[src/rtl/timed_counter.sv]
// timed_counter: prescaled up/down counter over 0..MAX_VAL with tick/wrap
// pulses, synchronous clear/load and asynchronous active-low reset.
// Optional feature macro: TIMED_COUNTER_BCD_EN adds an iterative
// shift-add-3 binary-to-BCD converter (bcd_data / bcd_valid ports).
module timed_counter #(
    parameter int CLK_HZ  = 50_000_000,
    parameter int TICK_HZ = 1,
    parameter int WIDTH   = 32,
    parameter int MAX_VAL = 255,
    parameter int DIGITS  = 10
) (
    input  logic                  clk,
    input  logic                  rst_n,
    input  logic                  en,
    input  logic                  dir,
    input  logic                  clear,
    input  logic                  load,
    input  logic [WIDTH-1:0]      load_val,
    output logic [WIDTH-1:0]      count,
    output logic                  tick,
    output logic                  wrap
`ifdef TIMED_COUNTER_BCD_EN
    ,
    output logic [4*DIGITS-1:0]   bcd_data,
    output logic                  bcd_valid
`endif
);

    localparam int DIV = CLK_HZ / TICK_HZ;
    localparam int PW  = $clog2(DIV);

    localparam logic [PW-1:0]    PRE_LAST = PW'(DIV - 1);
    localparam logic [PW-1:0]    PRE_ONE  = PW'(1);
    localparam logic [WIDTH-1:0] MAX_W    = WIDTH'(MAX_VAL);
    localparam logic [WIDTH-1:0] ONE_W    = WIDTH'(1);

    logic [PW-1:0]    pre_reg, pre_next;
    logic [WIDTH-1:0] count_reg, count_next;
    logic             tick_reg, tick_next;
    logic             wrap_reg, wrap_next;

    assign count = count_reg;
    assign tick  = tick_reg;
    assign wrap  = wrap_reg;

    // Next-state: clear beats load beats a prescaler step; en only gates steps.
    always_comb begin
        count_next = count_reg;
        pre_next   = pre_reg;
        tick_next  = 1'b0;
        wrap_next  = 1'b0;
        if (clear) begin
            count_next = '0;
            pre_next   = '0;
        end else if (load) begin
            count_next = (load_val > MAX_W) ? MAX_W : load_val;
            pre_next   = '0;
        end else if (en) begin
            if (pre_reg == PRE_LAST) begin
                pre_next  = '0;
                tick_next = 1'b1;
                if (!dir) begin
                    if (count_reg >= MAX_W) begin
                        count_next = '0;
                        wrap_next  = 1'b1;
                    end else begin
                        count_next = count_reg + ONE_W;
                    end
                end else begin
                    if (count_reg == '0) begin
                        count_next = MAX_W;
                        wrap_next  = 1'b1;
                    end else begin
                        count_next = count_reg - ONE_W;
                    end
                end
            end else begin
                pre_next = pre_reg + PRE_ONE;
            end
        end
    end

    // Counter, prescaler and pulse registers.
    always_ff @(posedge clk or negedge rst_n) begin
        if (!rst_n) begin
            count_reg <= '0;
            pre_reg   <= '0;
            tick_reg  <= 1'b0;
            wrap_reg  <= 1'b0;
        end else begin
            count_reg <= count_next;
            pre_reg   <= pre_next;
            tick_reg  <= tick_next;
            wrap_reg  <= wrap_next;
        end
    end

`ifdef TIMED_COUNTER_BCD_EN
    localparam int CW = $clog2(WIDTH + 1);

    logic [WIDTH-1:0]    bin_reg;
    logic [4*DIGITS-1:0] acc_reg;
    logic [4*DIGITS-1:0] acc_adj;
    logic [4*DIGITS-1:0] acc_shift;
    logic [CW-1:0]       bit_cnt_reg;
    logic [4*DIGITS-1:0] bcd_data_reg;
    logic                bcd_valid_reg;
    logic                count_change;

    assign bcd_data     = bcd_data_reg;
    assign bcd_valid    = bcd_valid_reg;
    assign count_change = (count_next != count_reg);

    // Add-3 correction on every digit that would overflow past 9 when doubled.
    generate
        for (genvar gi = 0; gi < DIGITS; gi++) begin : g_adj
            assign acc_adj[4*gi +: 4] = (acc_reg[4*gi +: 4] >= 4'd5)
                                      ? (acc_reg[4*gi +: 4] + 4'd3)
                                      : acc_reg[4*gi +: 4];
        end
    endgenerate

    assign acc_shift = {acc_adj[4*DIGITS-2:0], bin_reg[WIDTH-1]};

    // One bit per cycle; any count change restarts from the new value so a
    // stale result can never be published as valid.
    always_ff @(posedge clk or negedge rst_n) begin
        if (!rst_n) begin
            bin_reg       <= '0;
            acc_reg       <= '0;
            bit_cnt_reg   <= '0;
            bcd_data_reg  <= '0;
            bcd_valid_reg <= 1'b1;
        end else if (count_change) begin
            bin_reg       <= count_next;
            acc_reg       <= '0;
            bit_cnt_reg   <= CW'(WIDTH);
            bcd_valid_reg <= 1'b0;
        end else if (bit_cnt_reg != '0) begin
            bin_reg     <= {bin_reg[WIDTH-2:0], 1'b0};
            acc_reg     <= acc_shift;
            bit_cnt_reg <= bit_cnt_reg - CW'(1);
            if (bit_cnt_reg == CW'(1)) begin
                bcd_data_reg  <= acc_shift;
                bcd_valid_reg <= 1'b1;
            end
        end
    end
`endif

endmodule

[config.mk]
export PLATFORM = sky130hd
export DESIGN_NAME = timed_counter
export DESIGN_NICKNAME = d
export VERILOG_FILES = /design/src/rtl/timed_counter.sv
export SDC_FILE = /design/constraint.sdc
export NUM_CORES = 1
export LEC_CHECK = 0
export CAP_MARGIN = 20
export CORE_MARGIN = 8
export CORE_UTILIZATION = 53
export CTS_CLUSTER_SIZE = 24
export DETAILED_ROUTE_END_ITERATION = 16
export GPL_TIMING_DRIVEN = 0
export PLACE_DENSITY = 0.8
export SLEW_MARGIN = 0
export SYNTH_ARGS = -nofsm -noshare
export SYNTH_HDL_FRONTEND = slang
export SYNTH_SLANG_ARGS = --single-unit
[constraint.sdc]
create_clock -name clk -period 3.4 [get_ports clk]
set_input_delay 0.51 -clock clk [delete_from_list [all_inputs] [get_ports clk]]
set_output_delay 0.51 -clock clk [all_outputs]
set_load 0.01 [all_outputs]
After elaboration in Yosys (flattened, before gate mapping) --
Index checks and enable logic that the tools add are counted.
Operators by class: reductions and logical operators 4, multipliers 0, order comparisons 2, bitwise operators 0, shift-type cells 0, equal/unequal tests 1, divide/modulo/power cells 0, multiplexer cells 23, add/sub/neg operators 3
Operator list (number):
- 2-to-1 mux 32 bit | 8
- 2-to-1 mux 26 bit | 4
- adder 32 x 1 -> 32 bit, second input constant | 1
- >= comparator 32 x 8 -> 1 bit, second input constant | 1
- greater-than comparator 32 x 8 -> 1 bit, second input constant | 1
- logical NOT 32 bit | 1
- subtractor 32 x 1 -> 32 bit, second input constant | 1
- adder 26 x 1 -> 26 bit, second input constant | 1
- == test 26 bit, second input constant | 1
- 2-to-1 mux 1 bit | 11
- nonzero test 3 bit | 2
- AND reduction 2 bit | 1
Storage, ports and cells: input port bits 38, bits in latches 0, word-level logic and storage cells 37, ROM bits 0, memory bits (writable) 0, output and inout port bits 34, memories 0, register bits after elaboration 60

Depth between registers and ports, before layout --
depth after elaboration 7, mapped depth 9, gate-level depth less buffers 9

Least setup slack after synthesis --
Ideal clock, no wire load.
kind flip-flop to flip-flop, start point register count_reg[13], in the netlist count[13], end point register count_reg[29], in the netlist count[29], library setup time 0.076 ns, cell stages (with the launch flop) 8, path slack 0.895 ns, arrival time 2.429 ns, path buffers 0, data required time 3.324 ns, period minus slack after synthesis 2.505 ns, cells stage by stage dfrtp_1 or4_1 or3_4 a21oi_4 a21oi_2 nor4_4 or3b_1 o21ai_1
On the way: word-level cells in the longest chain between the ends 7, elaborated cells between the ends (all ways) 11, those cells by class add/sub (2); order compare (1); mux (7); reduce/logical (1)
Ends and longest elaborated chain:
- start: declaration | line 38 | logic [WIDTH-1:0] count_reg, count_next;
- start signal: assignment | line 91 | count_reg <= count_next;
- adder 32 x 1 -> 32 bit (tied with other cells) | line 67 | count_next = count_reg + ONE_W;
- 2-to-1 mux 32 bit (on tied branches) | line 63, 70
- 2-to-1 mux 32 bit * | line 62 | if (!dir) begin
- 2-to-1 mux 32 bit * | line 59 | if (pre_reg == PRE_LAST) begin
- 2-to-1 mux 32 bit * | line 58 | end else if (en) begin
- 2-to-1 mux 32 bit * | line 55 | end else if (load) begin
- 2-to-1 mux 32 bit * | line 52 | if (clear) begin
Every way passes the cells marked *; elsewhere a longest branch is shown, timed or not. The select of a mux whose other input is x is not followed. A chain may end at the register's enable or synchronous reset.

Final worst setup path --
start point register count_reg[0], in the netlist count[0], end point register count_reg[9], in the netlist count[9]
The elaborated chain is that of the path after synthesis.

==> results.md <==
- Full die area: 10,600 sq um
- Fraction of layout cells with a size suffix above 1: 8.67%
- Synth cell types: 65
- Sequential fraction of the synthesis area: 37.6%
- Pleak: 2.02 nW
- Rows: 31
- CP Cell Sequence: ha_1, nand4_1, nor2_2, a21oi_4, a21oi_2, clkbuf_1, nor2_1, o21ai_0, nor2_1
- Final Max Slew Viols: 0
- Fin cells: 664
- Clock buffer depth: 2
- Crit-path max FO: 10
- Max reg flops: 32
- Total Routing Usage GR: 22.9%
- Post-Syn Area: 3990 sq um
- Syn Nets: 519
- Post-synth top flop: dfrtp_1
- Post-DR vias/cell: 6.26
- RSZ-0062 raised after global routing: no
- Vias in the first global route: 4,126
- EDFF count, synth: 0
- Yosys warns: 0
- Die Wd: 103 um
- Worst Tran Pin Value: 0.849 ns
- DRT iter0 DRCs: 417
- Final Wtd Congestion: 0.948
- # IOs: 72
- Worst hold path type: input port to asynchronous set/reset pin
- Largest net degree at the start of global routing: 39
- Post-layout min period: 3.11 ns
- Initial antenna violation count: 0
- R2r endpoint: count[9]$_DFFE_PN0P_
- Max incr delay on CP: 0.51 ns
- DRC: 0
- Req. time, crit path: 3.62 ns
- Mapped Cells: 478
- Dpl cells: 649
- Kind of critical path: flip-flop to flip-flop
- Initial Utilization: 54.8%
- Yosys reg bits: 60
- R2r startpoint: count[0]$_DFFE_PN0P_
- Crit start category: flip-flop
- Inserted Clock Buffers: 9
- DRT Wirelength: 11.8 mm
- Final net count: 602
- Core Area: 7290 sq um
- Drt first pass iters: 5
- Syn_area_per_cell: 8.35 sq um
- H-tree depth: 3
- IO Port Bufs: 71
- Peak supply drop: 0.000229 V
- Global-route wire length before repair: 19.2 mm
- Chip Height: 103 um
- Outcome: completed
- Critical Path End: count[9]$_DFFE_PN0P_
- Fin util: 69.4%
- Critical path's most frequent cell: nor2_1
- Root buffer cell: clkbuf_8
- Worst skew pair latency: 0.35 ns
- N_diodes: 0
- DP Wirelength: 8.75 mm
- Final worst setup slack: 0.289 ns
- Vias: 4,157
- CTS Hold Bufs: 0
- Worst Skew: 0.0137 ns
- Slowest CP cell: o21ai_0
- Post-DR wirelength/cell: 17.8 um
- Fin crit share: 91.5%
- Clk sink count: 60
- Ys async rst share: 100%
- Worst Path Arrival: 3.33 ns
- CTS tree: built
- Final Hold Viols: 0
- Pwr Density: 339 nW/um^2
- Clock Pin Slew Worst Setup and Hold Paths: 0.08 ns
- Finish-stage setup viols: 0
- Max Freq: 0.321 GHz
- Hold slack: 0.142 ns
- Max-cap violation count: 0
- DRT antenna net count: 0
- Grt ovf: 0
- Crit path launch: count[0]$_DFFE_PN0P_
- Setup WS pre-CTS: 0.265 ns
- Relative slew slack: 42.9%
- Worst reg-to-reg path cell count: 9
- R2R Setup Slk: 0.29 ns
- Crit. End Element: flip-flop
- Layout area overhead: 26.7%
[worst min-delay path by stage]
stage / to / slack, ns / cells past startpoint
2_1_floorplan: count[0]$_DFFE_PN0P_ / 0.21 / 0
3_3_place_gp: pre_reg[21]$_DFFE_PN0P_ / 0.50 / 1
3_5_place_dp: pre_reg[21]$_DFFE_PN0P_ / 0.51 / 1
4_1_cts: count[30]$_DFFE_PN0P_ / 0.16 / 1
5_1_grt: count[29]$_DFFE_PN0P_ / 0.18 / 1
6_report: count[30]$_DFFE_PN0P_ / 0.14 / 1
[area by class of cell]
type	instances	area [sq um]
plain buffers	19	96.3
clock buffers	11	141
clock inverters	4	73.8
fillers	634	2230
inverters	12	45.0
multi-input cells	387	2350
flip-flops and latches	60	1500
well taps	99	124
repair buffers	72	726
[stage by stage]
step | area, sq um | total power [mW] | setup TNS (ns)
detailed placement | 4840 | 1.00 | 0
floorplan | 3990 | 0.881 | 0
CTS | 5060 | 1.72 | 0
global route | 5060 | 1.77 | 0
global placement | 4830 | 0.993 | -5.66
finish | 5060 | 1.71 | 0
[layer usage]
metal | wire length, um | vias to the layer above | track usage (%) | part of all wire, %
met1 | 4850 | 1970 | 26.4 | 41
li1 | - | 1924 | - | -
met2 | 5650 | 225 | 38.9 | 48
met5 | 0 | - | 0 | 0
met3 | 887 | 38 | 4.12 | 7.5
met4 | 416 | 0 | 13.5 | 3.5
[cells in the final DEF, fill, tap and decap left out, drive strengths merged, types with 3 or more instances in the layout]
cell type      netlist  final
or3                 20     20
clkdlybuf4s50        0     70
nor4                15     15
ha                   3      3
nor2                61     61
nor3                20     20
xor2                17     17
a21o                 3      3
nand4b               3      3
o31ai                3      3
or4                 10     10
a31oi               13     13
inv                 12     12
nand2               45     45
dfrtp               60     60
o21ai               39     39
xnor2               13     13
or2                  8      8
a21oi               21     21
o41ai                3      3
nand4                8      8
o32ai                3      3
buf                 11     13
and3                 9      9
clkbuf               8     19
and4                 6      6
a221oi               3      3
nand3               26     26
[report_power, final]
group,internal [mW],switching (mW)
Sequential,0.724,0.0146
Combinational,0.118,0.137
Clock,0.429,0.293
[synth_stat cells, types with 2 or more instances]
| cell type | n | area, sq um |
|---|---|---|
| nor2b_1 | 2 | 12.5 |
| dfrtp_1 | 60 | 1500 |
| nor3_2 | 2 | 20.0 |
| and3_1 | 9 | 56.3 |
| ha_1 | 3 | 37.5 |
| nor2_1 | 60 | 225 |
| xor2_1 | 17 | 149 |
| or3b_1 | 2 | 17.5 |
| a31oi_1 | 13 | 81.3 |
| or4_1 | 6 | 45.0 |
| o41ai_1 | 2 | 17.5 |
| o21ai_1 | 5 | 25.0 |
| o32ai_1 | 3 | 26.3 |
| mux2i_1 | 2 | 20.0 |
| or4_4 | 4 | 45.0 |
| nand4_1 | 8 | 50.1 |
| buf_2 | 8 | 40.0 |
| nor4bb_1 | 2 | 20.0 |
| o22ai_1 | 2 | 12.5 |
| o31ai_1 | 3 | 22.5 |
| nor3b_1 | 2 | 15.0 |
| o21bai_1 | 2 | 15.0 |
| a21o_1 | 3 | 22.5 |
| nand3_1 | 25 | 125 |
| o21ai_0 | 34 | 170 |
| a21oi_1 | 19 | 95.1 |
| nor4_4 | 2 | 42.5 |
| a221oi_1 | 3 | 26.3 |
| o31a_1 | 2 | 17.5 |
| nand2_1 | 45 | 169 |
| nor4b_1 | 2 | 17.5 |
| and4_1 | 6 | 52.6 |
| a22o_1 | 2 | 17.5 |
| inv_1 | 12 | 45.0 |
| nand4b_1 | 3 | 26.3 |
| nor3_1 | 18 | 90.1 |
| or2_2 | 6 | 37.5 |
| clkbuf_1 | 8 | 30.0 |
| nand2b_1 | 2 | 12.5 |
| xnor2_1 | 13 | 114 |
| nor4_1 | 13 | 81.3 |
| buf_6 | 2 | 22.5 |
| or3_1 | 19 | 119 |
[kinds of logic (layout without fill, tap and decap cells)]
| kind of cell | after synthesis | in the layout | share of synthesized area (%) |
|---|---|---|---|
| AND/OR/NAND/NOR | 244 | 244 | 33.4 |
| buffers and inverters | 31 | 118 | 3.54 |
| AO/OA/AOI/OAI | 108 | 108 | 17.4 |
| flip-flops | 60 | 60 | 37.6 |
| adder cells (fa/ha/maj) | 3 | 3 | 0.940 |
| XOR/XNOR | 30 | 30 | 6.58 |
| multiplexers | 2 | 2 | 0.501 |
[critical path: cells and delay by family (launching register included)]
family                   cells  cell delay (ns)
flip-flops                   1             0.49
AO/OA/AOI/OAI                3             0.92
adder cells (fa/ha/maj)      1             0.26
AND/OR/NAND/NOR              4             0.83
buffers and inverters        1             0.49
[what timing repair did]
item	in CTS	in global routing
resized for setup	0	1
setup buffers	0	0
endpoints found under the setup margin	0	1
Note: power is estimated with default switching activity, not from simulation.
==> edit 1: new RTL, config.mk and constraints unchanged <==
Change the parameter `CLK_HZ` from 50_000_000 to 12_500_000.
--- a/src/rtl/timed_counter.sv
+++ b/src/rtl/timed_counter.sv
@@ -3,7 +3,7 @@
 // Optional feature macro: TIMED_COUNTER_BCD_EN adds an iterative
 // shift-add-3 binary-to-BCD converter (bcd_data / bcd_valid ports).
 module timed_counter #(
-    parameter int CLK_HZ  = 50_000_000,
+    parameter int CLK_HZ  = 12_500_000,
     parameter int TICK_HZ = 1,
     parameter int WIDTH   = 32,
     parameter int MAX_VAL = 255,
Function: same outputs for any inputs over 10 cycles, from zero or initial values and one cycle with rst_n low; that may be too few to reach the edited logic, so the function may still have changed.
==> edit 1 against the unedited design <==
- first-iteration DRC count decreased by 2.6%
- critical path depth decreased by 1
- total power decreased by 6.6%
- sequential cell count decreased by 2
- worst setup slack got worse by 0.16 ns
- routed wire length increased by 8.1%
- design area increased by 0.89%
- largest power group unchanged
- synthesized area increased by 2.2%
==> edit 1: results <==
worst_setup_path:
  reg2reg_from: "count[14]"
  worst_r2r_path_depth: 8
  critical-path-slowest-cell: "or4_1"
  rr_endpoint: "count[8]"
  crit_family: "compound AO/OA/AOI/OAI gates"
  worstPathArrival_ns: 3.47
  crit_path_max_incr_delay_ns: 0.66
  reg2reg_slack_ns: 0.13
  critical_path_peak_fanout: 10
drt:
  average_via_count_per_standard_cell: 6.52
  drt_iter0_markers: 406
  drt_pass1_iterations: 7
  vias: 4476
  route.detailed.wl_per_inst_um: 18.6
pwr:
  worst_ir_drop_vdd_mv: 0.208
  p_leak_nw: 2.02
min_path:
  hold_class: "in2async"
clock_network:
  clock_net_sink_count: 58
  cts.htree.levels: 3
  cts_root_buffer: "clkbuf_8"
  cts_setup_buffers: 0
  clock_latency_on_the_worst_skew_pair_ns: 0.35
  numCtsBuffers: 9
  clk_transition_reported_paths_ns: 0.08
  bufs_on_longest_clock_path: 2
timing:
  report.final.slew_viol_count: 0
  worst_slack_on_hold_paths_ns: 0.190
  finalClockSkew_ns: 0.0164
  timing.max_slew.rel_slack: 0.336
synthesis:
  synth-warning-count: 0
  net_count_of_the_mapped_netlist: 538
  synthesis.instances: 497
  post_synth_num_cell_types: 59
  synthTopCellsByArea: "dfrtp_1, nor2_1, nand3_1"
  yosysSeqAreaShare: 0.356
  synth_commonest_cells: "dfrtp_1, nor2_1, nand2_1"
  async_reset_ff_frac: 1.00
cells_and_area:
  antenna_cells_inserted: 0
  largest_reg_flops: 32
  final_layout_size_suffix_gt1_frac: 0.0753
  final_net_count: 620
  fill_cells: 635
placement:
  place.port_buffers: 69
  dpl.hpwl_um: 9270
  placed_cells: 670
  place.gp.congestion: 0.932
global_route:
  grt_first_pass_wirelength_um: 21400
  global_route.usage.total: 0.234
  antenna_found_initial: 0
  largest_net_degree_at_the_start_of_global_routing: 32
status:
  run_status: "finished, final reports clean"
-- edit 1: cell types whose count changed in the layout (fill, tap and decap cells not counted), sizes merged, moves of 11 or more --
cell | unedited run | this run
clkbuf | 19 | 36
nand4 | 8 | 22
nor2 | 61 | 50
o21ai | 39 | 25
or3 | 20 | 8
-- edit 1: worst max path at each step --
stage          startpoint        end  slack (ns)  depth (start not counted)
3_5_place_dp   pre_reg[0]  count[21]        0.13                          9
4_1_cts        pre_reg[0]  count[21]        0.09                          9
3_3_place_gp        rst_n   count[7]        0.01                          1
5_1_grt         count[20]  count[21]        0.02                          9
2_1_floorplan         dir  count[22]        0.65                          8
6_report        count[14]   count[8]        0.13                          8
-- edit 1: repair_timing --
action | in CTS | in global routing
hold endpoints to repair | 0 | 0
gates resized for setup | 0 | 3
hold buffers | 0 | 0
endpoints found under the setup margin | 0 | 7
-- edit 1: logic make-up after synthesis --
group,Yosys count,synth area share
flops,58,0.356
fa+ha+maj,3,0.00920
simple gates,246,0.325
buf+inv,49,0.0540
mux,2,0.00491
xor+xnor,22,0.0472
compound gates,117,0.204
-- edit 1: per-stage QoR --
| stage | total power, mW | setup slack (ns) | instance area, um2 | util |
|---|---|---|---|---|
| floorplan | 0.900 | 0.653 | 4080 | - |
| global placement | 1.02 | 0.00994 | 4900 | 0.644 |
| detailed placement | 1.03 | 0.128 | 4930 | 0.648 |
| CTS | 1.60 | 0.0889 | 5100 | 0.670 |
| global route | 1.67 | 0.0206 | 5100 | 0.671 |
| finish | 1.60 | 0.132 | 5100 | 0.671 |
-- edit 1: routing by layer --
metal,GRT usage,vias up,share of wire
met5,0,-,0
met4,0.0796,0,0.021
met3,0.0731,36,0.11
met2,0.360,307,0.44
met1,0.303,2085,0.42
li1,-,2048,-
-- edit 1: power by group --
part	leakage [nW]	internal, mW	switching [mW]	total [mW]
logic	1.13	0.136	0.174	0.310
registers	0.802	0.700	0.0143	0.715
clock network	0.0851	0.280	0.296	0.577
-- edit 1: final cells by class --
class,count,share of cell area
Buffer,35,0.0331
Multi-Input combinational cell,390,0.475
Clock inverter,5,0.00588
Tap cell,102,0.0250
Timing Repair Buffer,71,0.139
Sequential cell,58,0.284
Inverter,14,0.0103
Clock buffer,11,0.0277
==> edit 2: new RTL, config.mk and constraints unchanged <==
Without the edit above. Put one more register stage on the output `count`, with the module's reset. The value now appears one clock later. The other outputs are not delayed to match. Comments in the files are not updated.
--- a/src/rtl/timed_counter.sv
+++ b/src/rtl/timed_counter.sv
@@ -39,7 +39,13 @@
     logic             tick_reg, tick_next;
     logic             wrap_reg, wrap_next;
 
-    assign count = count_reg;
+    always_ff @(posedge clk or negedge rst_n) begin
+        if (!rst_n) begin
+            count <= '0;
+        end else begin
+            count <= count_reg;
+        end
+    end
     assign tick  = tick_reg;
     assign wrap  = wrap_reg;
 
Check against the original RTL: not equivalent (a bounded check fails within 4 cycles, from zero or initial values and one cycle with rst_n low).
==> edit 2 against the unedited design <==
- routed wire length rose by 15%
- critical path depth decreased by 2
- combinational power is 4% lower
- sequential cell count is 32 higher
- via count up 15%
- first-iteration DRC count down 5.5%
- worst setup slack improved by 0.074 ns
- clock power is 7.1% higher
- sequential power grew 53%
- non-clock buffer count rose by 11
- design area rose by 20%
- synthesized area is 25% higher
- total power is 25% higher
==> edit 2: results <==
status:
  run_status: "finished, final reports clean"
pwr:
  total_switching_power_mw: 0.578
  sequentialPower_mw: 1.13
  pg_comb_mw: 0.245
  p_leak_nw: 2.38
  power_dens_cells_mw_per_mm2: 353
global_route:
  global_route.usage.total: 0.217
  grt_first_pass_wirelength_um: 22600
  largest_net_degree_at_the_start_of_global_routing: 48
  number_of_global_route_vias_before_repair: 4591
clock_network:
  post_cts.resized_instances: 0
  cts_root_buffer: "clkbuf_8"
  clock_latency_on_the_worst_skew_pair_ns: 0.37
  clk_transition_reported_paths_ns: 0.10
synthesis:
  yosysSeqAreaShare: 0.460
  synthTopCellsByArea: "dfrtp_1, nand2_1, nor4_1"
  synth_commonest_cells: "dfrtp_1, nand2_1, nor2_1"
  post_synth_num_cell_types: 61
  net_count_of_the_mapped_netlist: 589
  synthesized_area_per_cell_um2: 9.13
placement:
  place.port_buffers: 70
  dp_worst_setup_slack_ns: 0.427
  postPlaceCellArea_mm2: 0.00587
  place.gp.congestion: 0.932
  dpl.hpwl_um: 9980
  placed_cells: 730
cells_and_area:
  largest_reg_flops: 64
  final_layout_size_suffix_gt1_frac: 0.0520
  final_net_count: 671
drt:
  vias: 4763
  drt_wl_total_um: 13500
  drt_pass1_iterations: 6
  route.detailed.wl_per_inst_um: 18.1
  drt_iter0_markers: 394
timing:
  finalClockSkew_ns: 0.0110
  timing_worst_slew_pin_value_ns: 0.868
worst_setup_path:
  worstPathArrival_ns: 3.32
-- edit 2: cell count changes after synthesis, sizes merged, moves of 6 or more --
cell / before / now
dfrtp: 60 / 92
clkbuf: 8 / 25
nor2: 61 / 46
nor4: 15 / 30
a21oi: 21 / 34
nand4: 8 / 20
nand2: 45 / 54
o21ai: 39 / 31
and2: 1 / 8
or2: 8 / 1
nand3: 26 / 20
or4: 10 / 16
-- edit 2: logic make-up after synthesis --
kind of cell    Yosys count  synth area share
simple gates            266             0.297
compound gates          124             0.160
flops                    92             0.460
buf+inv                  40            0.0338
xor+xnor                 22            0.0385
fa+ha+maj                 3           0.00751
mux                       1           0.00200
-- edit 2: final timing paths --
check,from,cells past startpoint,end,slack [ns]
hold / removal,rst_n,1,count[4],0.14
max in group asynchronous,rst_n,2,pre_reg[21],2.61
setup reg to reg,count_reg[2],7,count_reg[29],0.36
hold reg to reg,count_reg[7],0,count[7],0.39
min in group clk,count_reg[7],0,count[7],0.39
setup / recovery,count_reg[2],7,count_reg[29],0.36
-- edit 2: metal layers --
metal | global-route usage | vias to the layer above | part of all wire
met5 | 0 | - | 0
met3 | 0.0367 | 28 | 0.069
met4 | 0.0879 | 0 | 0.019
met1 | 0.272 | 2280 | 0.42
met2 | 0.362 | 218 | 0.49
li1 | - | 2237 | -
-- edit 2: worst max-delay path, stage by stage, from the launching register on --
cell,delay [ns]
dfrtp_1,0.40
clkbuf_1,0.23
nor4_1,0.69
nand4_1,0.55
nor2_1,0.38
a22oi_1,0.16
or4_1,0.44
o21ai_0,0.10
-- edit 2: area by class of cell --
class / count / area (um2)
clock buffer: 9 / 124
inverter: 9 / 33.8
fill: 752 / 3120
sequential: 92 / 2300
multi-input combinational: 416 / 2530
tap: 111 / 139
buffer: 31 / 135
timing repair buffer: 71 / 726
clock inverter: 7 / 83.8
